File: src/rtl/cover_toggle_collector.sv
//------------------------------------------------------------------------------
// Module      : cover_toggle_collector
// Description : Sticky toggle-coverage bitmap that reports each newly covered
//               point once, lowest-numbered first, through a small output FIFO.
// Revision    : 1.0
//------------------------------------------------------------------------------
`default_nettype none

module cover_toggle_collector #(
   parameter int NUM_POINTS = 64,
   parameter int BASE_INDEX = 0,
   parameter int IDX_W      = 16,
   parameter int FIFO_DEPTH = 4
) (
   input  logic                              clock,
   input  logic                              reset,
   input  logic                              enable,
   input  logic [NUM_POINTS-1:0]             hit,
   input  logic                              clear,
   input  logic                              out_ready,
   output logic                              out_valid,
   output logic [IDX_W-1:0]                  out_index,
   output logic [$clog2(NUM_POINTS+1)-1:0]   covered_count,
   output logic                              all_covered,
   output logic                              busy
);

   localparam int CNT_W = $clog2(NUM_POINTS + 1);
   localparam int AW    = $clog2(FIFO_DEPTH);
   localparam logic [AW:0] PTR_ONE = (AW + 1)'(1);

   logic [NUM_POINTS-1:0] covered_q, covered_d;
   logic [NUM_POINTS-1:0] pending_q, pending_d;
   logic [NUM_POINTS-1:0] new_pts;
   logic [NUM_POINTS-1:0] sel_oh;
   logic [CNT_W-1:0]      count_q, count_d;
   logic [CNT_W-1:0]      new_cnt;
   logic [AW:0]           wr_ptr_q, wr_ptr_d;
   logic [AW:0]           rd_ptr_q, rd_ptr_d;
   logic [IDX_W-1:0]      fifo_q [FIFO_DEPTH];
   logic [IDX_W-1:0]      fifo_d [FIFO_DEPTH];
   logic [IDX_W-1:0]      sel_idx;
   logic                  fifo_empty;
   logic                  fifo_full;
   logic                  do_pop;
   logic                  do_push;

   always_comb begin
      new_pts = hit & ~covered_q & {NUM_POINTS{enable}};
      // Isolate the lowest set pending bit; pushes only ever see last cycle's pending.
      sel_oh  = pending_q & (~pending_q + NUM_POINTS'(1));
      sel_idx = '0;
      new_cnt = '0;
      for (int i = 0; i < NUM_POINTS; i++) begin
         if (sel_oh[i]) begin
            sel_idx = IDX_W'(BASE_INDEX + i);
         end
         new_cnt = new_cnt + CNT_W'(new_pts[i]);
      end

      fifo_empty = (wr_ptr_q == rd_ptr_q);
      fifo_full  = (wr_ptr_q[AW] != rd_ptr_q[AW]) &&
                   (wr_ptr_q[AW-1:0] == rd_ptr_q[AW-1:0]);
      do_pop     = !fifo_empty && out_ready;
      do_push    = (|pending_q) && (!fifo_full || do_pop);

      covered_d = covered_q | new_pts;
      pending_d = (pending_q & ~(sel_oh & {NUM_POINTS{do_push}})) | new_pts;
      count_d   = count_q + new_cnt;

      wr_ptr_d = wr_ptr_q;
      rd_ptr_d = rd_ptr_q;
      fifo_d   = fifo_q;
      if (do_push) begin
         wr_ptr_d                  = wr_ptr_q + PTR_ONE;
         fifo_d[wr_ptr_q[AW-1:0]]  = sel_idx;
      end
      if (do_pop) begin
         rd_ptr_d = rd_ptr_q + PTR_ONE;
      end
   end

   always_ff @(posedge clock) begin
      if (!reset || clear) begin
         covered_q <= '0;
         pending_q <= '0;
         count_q   <= '0;
         wr_ptr_q  <= '0;
         rd_ptr_q  <= '0;
      end else begin
         covered_q <= covered_d;
         pending_q <= pending_d;
         count_q   <= count_d;
         wr_ptr_q  <= wr_ptr_d;
         rd_ptr_q  <= rd_ptr_d;
      end
   end

   // Storage needs no reset: entries are only visible between the pointers.
   always_ff @(posedge clock) begin
      fifo_q <= fifo_d;
   end

   assign out_valid     = !fifo_empty;
   assign out_index     = fifo_q[rd_ptr_q[AW-1:0]];
   assign covered_count = count_q;
   assign all_covered   = (count_q == CNT_W'(NUM_POINTS));
   assign busy          = (|pending_q) || !fifo_empty;

endmodule

`default_nettype wire

File: config.mk
export PLATFORM = sky130hd
export DESIGN_NAME = cover_toggle_collector
export DESIGN_NICKNAME = d
export VERILOG_FILES = /design/src/rtl/cover_toggle_collector.sv
export SDC_FILE = /design/constraint.sdc
export NUM_CORES = 1
export LEC_CHECK = 0
export BUFFER_PORTS_ARGS = -buffer_cell sky130_fd_sc_hd__buf_4
export CAP_MARGIN = 10
export CORE_UTILIZATION = 60
export CTS_CLUSTER_DIAMETER = 60
export DETAILED_ROUTE_END_ITERATION = 8
export MAX_ROUTING_LAYER = met4
export PLACE_DENSITY_LB_ADDON = 0.1
export SLEW_MARGIN = 10
export SYNTH_ARGS = -nofsm -noshare
export SYNTH_HDL_FRONTEND = slang
export SYNTH_SLANG_ARGS = --single-unit
File: constraint.sdc
create_clock -name clock -period 17.4 [get_ports clock]
set_input_delay 1.74 -clock clock [delete_from_list [all_inputs] [get_ports clock]]
set_output_delay 1.74 -clock clock [all_outputs]
set_load 0.01 [all_outputs]
==> run_results.csv <==
group,metric,value,unit
cells_and_area,layout_commonest_cell,"nor2_1",
power,seq_power_share,0.240,
cells_and_area,final_core_util,0.6967,
yosys,synth-async-reset-ratio,0,
global_route,grt_max_degree,101,
routing,drt_pass1_iterations,5,
cells_and_area,drive_above_1_share,0.1291,
yosys,synthXorXnorAreaFrac,0.01326,
setup_path,endpoint_kind,"flop",
place,dp_hpwl,17.24,mm
power,power_frac_clock,0.220,
cts,path_clk_slew,0.07,ns
cts,holdBufCountCts,0,
floorplan,initial_core_util,0.6104,
setup_path,r2r_slack,10.59,ns
cells_and_area,num-nets-final,1238,
yosys,syn_area,9245,sq um
sta,tns,0,ns
sta,fin_crit_sh,0.5118,
floorplan,num_rows,45,
yosys,synth_flop_cell,"dfxtp_1",
sta,slew_headroom,0.2656,
routing,drt_iter0_drc,688,
place,routabilityCongestion,0.9615,
setup_path,r2r-end,"covered_count[6]",
global_route,grt_pass1_wl,36.63,mm
setup_path,crit_type,"in -> reg",
setup_path,r2r-start,"covered_q[12]",
setup_path,crit_arrival,9.19,ns
cts,ctsResizeCount,0,
flow_run,max-cap-violations,0,
cells_and_area,n_antenna_cell,0,
setup_path,cp.required,17.68,ns
yosys,synth_top_family_by_area,"simple AND/OR/NAND/NOR gates",
cells_and_area,layout_common_cells,"nor2_1, dfxtp_1, a21oi_1",
power,internal_power,1.090,mW
floorplan,dieArea,15910,sq um
yosys,syn-mean-instance-area,9.011,sq um
routing,routed_wl,22.76,mm
cells_and_area,syn_to_final_growth,14.13,%
hold_path,hold_class,"reg -> reg",
yosys,synth_warnings,0,
cts,cts_tree,"yes",
sta,maxSlewViolCount,0,
sta,final-setup-viol-count,0,
sta,clock.fmax,112.3,MHz
yosys,synth_edf_count,24,
cells_and_area,fin_area,10550,sq um
cts,cts_setup_buffers,0,
outcome,status,"completed",
routing,wl_per_cell,17.67,um
yosys,syn_inst,1026,
cells_and_area,layout.cells.non_filler,1288,
power,max-vdd-ir-drop,379.6,uV
routing,vias,7641,
global_route,first_global_vias,7069,
cts,root_buffer,"clkbuf_16",
power,swShare,0.3948,
yosys,ys_top_cells_by_area,"dfxtp_1, fa_1, edfxtp_1",
setup_path,slowest_delay,0.67,ns
power,comb_power_share,0.540,
routing,drc,0,
setup_path,reg2regPathDepth,19,
cts,clockBufferDepth,2,
yosys,synth_mux_area_frac,0.01570,
floorplan,die_x,126.1,um
setup_path,startpoint_type,"input port",
floorplan,die-height,126.1,um
global_route,grt_util_all_layers,0.3109,
hold_path,hold_depth,2,
cts,h-tree-depth,4,
place,placedCellCount,1256,
power,powerDensity,170.6,nW/um^2
yosys,synthAdderAreaFrac,0.1564,
power,netSwitchingPower,0.7107,mW
floorplan,core_area,15150,sq um
yosys,synth_top_area_share,0.3053,
place,io_buffer_count,84,
global_route,grt_remaining_overflow,0,
hold_path,hold_path_end,"covered_q[51]",
hold_path,hold_path.startpoint,"covered_q[51]",
setup_path,crit_path_top_delay_cell,"buf_4",
power,p_total,1.800,mW
yosys,synth-simple-area-share,0.1988,
global_route,antenna_found_initial,0,
sta,max_slew.worst_pin.slew,1.102,ns
sta,clock_skew,0.01040,ns
yosys,synth_cell_type_count,65,
setup_path,cp_max_fo,86,
setup_path,cp_common_cell,"fa_1",
power,power.leakage,4.474,nW
routing,drtAntennaViolNets,0,
sta,rsz0062_at_grt,"false",
floorplan,ios,95,
yosys,synth_compound_area_frac,0.1712,
sta,final_hold_viol_count,0,
cts,clk-insertion-delay-late,0.43,ns
yosys,ys_ff_latch,165,
routing,viasPerCell,5.932,
cts,cts_sinks,165,
place,placed_area,9933,sq um
sta,fin_crit,8.906,ns
yosys,ys_seq_area_frac,0.3833,
cts,cts_buffers,17,
yosys,synth_top_area_cell,"dfxtp_1",
==> state kept, by name, summed over array words and instances (netlist names) <==
name           cells
pending_q         64
covered_q         64
covered_count      7
wr_ptr_q           3
fifo_q            24
rd_ptr_q           3
==> layout make-up <==
cell class	instances	area [sq um]
multi-input combinational	733	5182
timing repair buffer	89	668.1
tap	188	235.2
sequential	165	3543
clock inverter	15	192.7
clock buffer	17	425.4
inverter	81	304.0
fill	1222	4594
==> power by group through the flow <==
stage	registers, mW	logic (mW)	clock network (mW)
after detailed placement	0.441	0.962	0
final	0.433	0.972	0.396
after CTS	0.433	0.981	0.400
after global routing	0.435	1.11	0.418
after global placement	0.440	0.958	0
after floorplan	0.436	0.771	0
==> metrics by stage <==
step / hold WS (ns) / setup slack (ns)
2_1_floorplan: 0.4278 / 8.646
3_3_place_gp: 0.4381 / 8.102
3_5_place_dp: 0.4488 / 8.014
4_1_cts: 0.4654 / 8.486
5_1_grt: 0.4874 / 8.085
6_report: 0.4587 / 8.494
==> cells in the mapped netlist (11+ instances only) <==
| cell | instances |
|---|---|
| nand3b_1 | 33 |
| ha_1 | 26 |
| o21ai_0 | 42 |
| buf_4 | 11 |
| dfxtp_1 | 141 |
| o31ai_1 | 11 |
| nor4_1 | 26 |
| nor3_1 | 23 |
| nand4_1 | 12 |
| edfxtp_1 | 24 |
| a21oi_1 | 118 |
| nor2_1 | 157 |
| fa_1 | 56 |
| clkbuf_1 | 31 |
| nand2_1 | 50 |
| inv_1 | 81 |
| o21a_1 | 13 |
| or3_1 | 14 |
==> per-layer routing <==
metal,global-route usage,part of all wire
met1,0.4334,0.46
met2,0.4615,0.45
met3,0.05607,0.069
met4,0.09568,0.018
met5,-,0
==> worst max path at each step <==
stage                start          endpoint  slack (ns)  cells past startpoint
floorplan           enable  covered_count[6]        8.65                     25
global placement    enable  covered_count[6]        8.10                     24
detailed placement  enable  covered_count[6]        8.01                     24
CTS                 enable  covered_count[6]        8.49                     25
global route        enable  covered_count[6]        8.09                     25
finish              enable  covered_count[6]        8.49                     25
==> kinds of logic (layout without fill, tap and decap cells) <==
| kind of cell | count (synthesis) | after routing |
|---|---|---|
| XOR/XNOR | 14 | 14 |
| flip-flops | 165 | 165 |
| other | 1 | 10 |
| AO/OA/AOI/OAI | 255 | 255 |
| adder cells (fa/ha/maj) | 82 | 82 |
| AND/OR/NAND/NOR | 365 | 365 |
| multiplexers | 7 | 7 |
| buffers and inverters | 137 | 202 |
==> critical path, delay by kind of cell <==
family | cells | cell delay (ns)
AOI/OAI and AO/OA | 4 | 0.65
xor gates and xnor gates | 1 | 0.13
adders and majority gates | 10 | 4.80
buffers and inverters | 7 | 1.35
and+or+nand+nor | 3 | 0.44
Power figures use the tool's default switching activity.
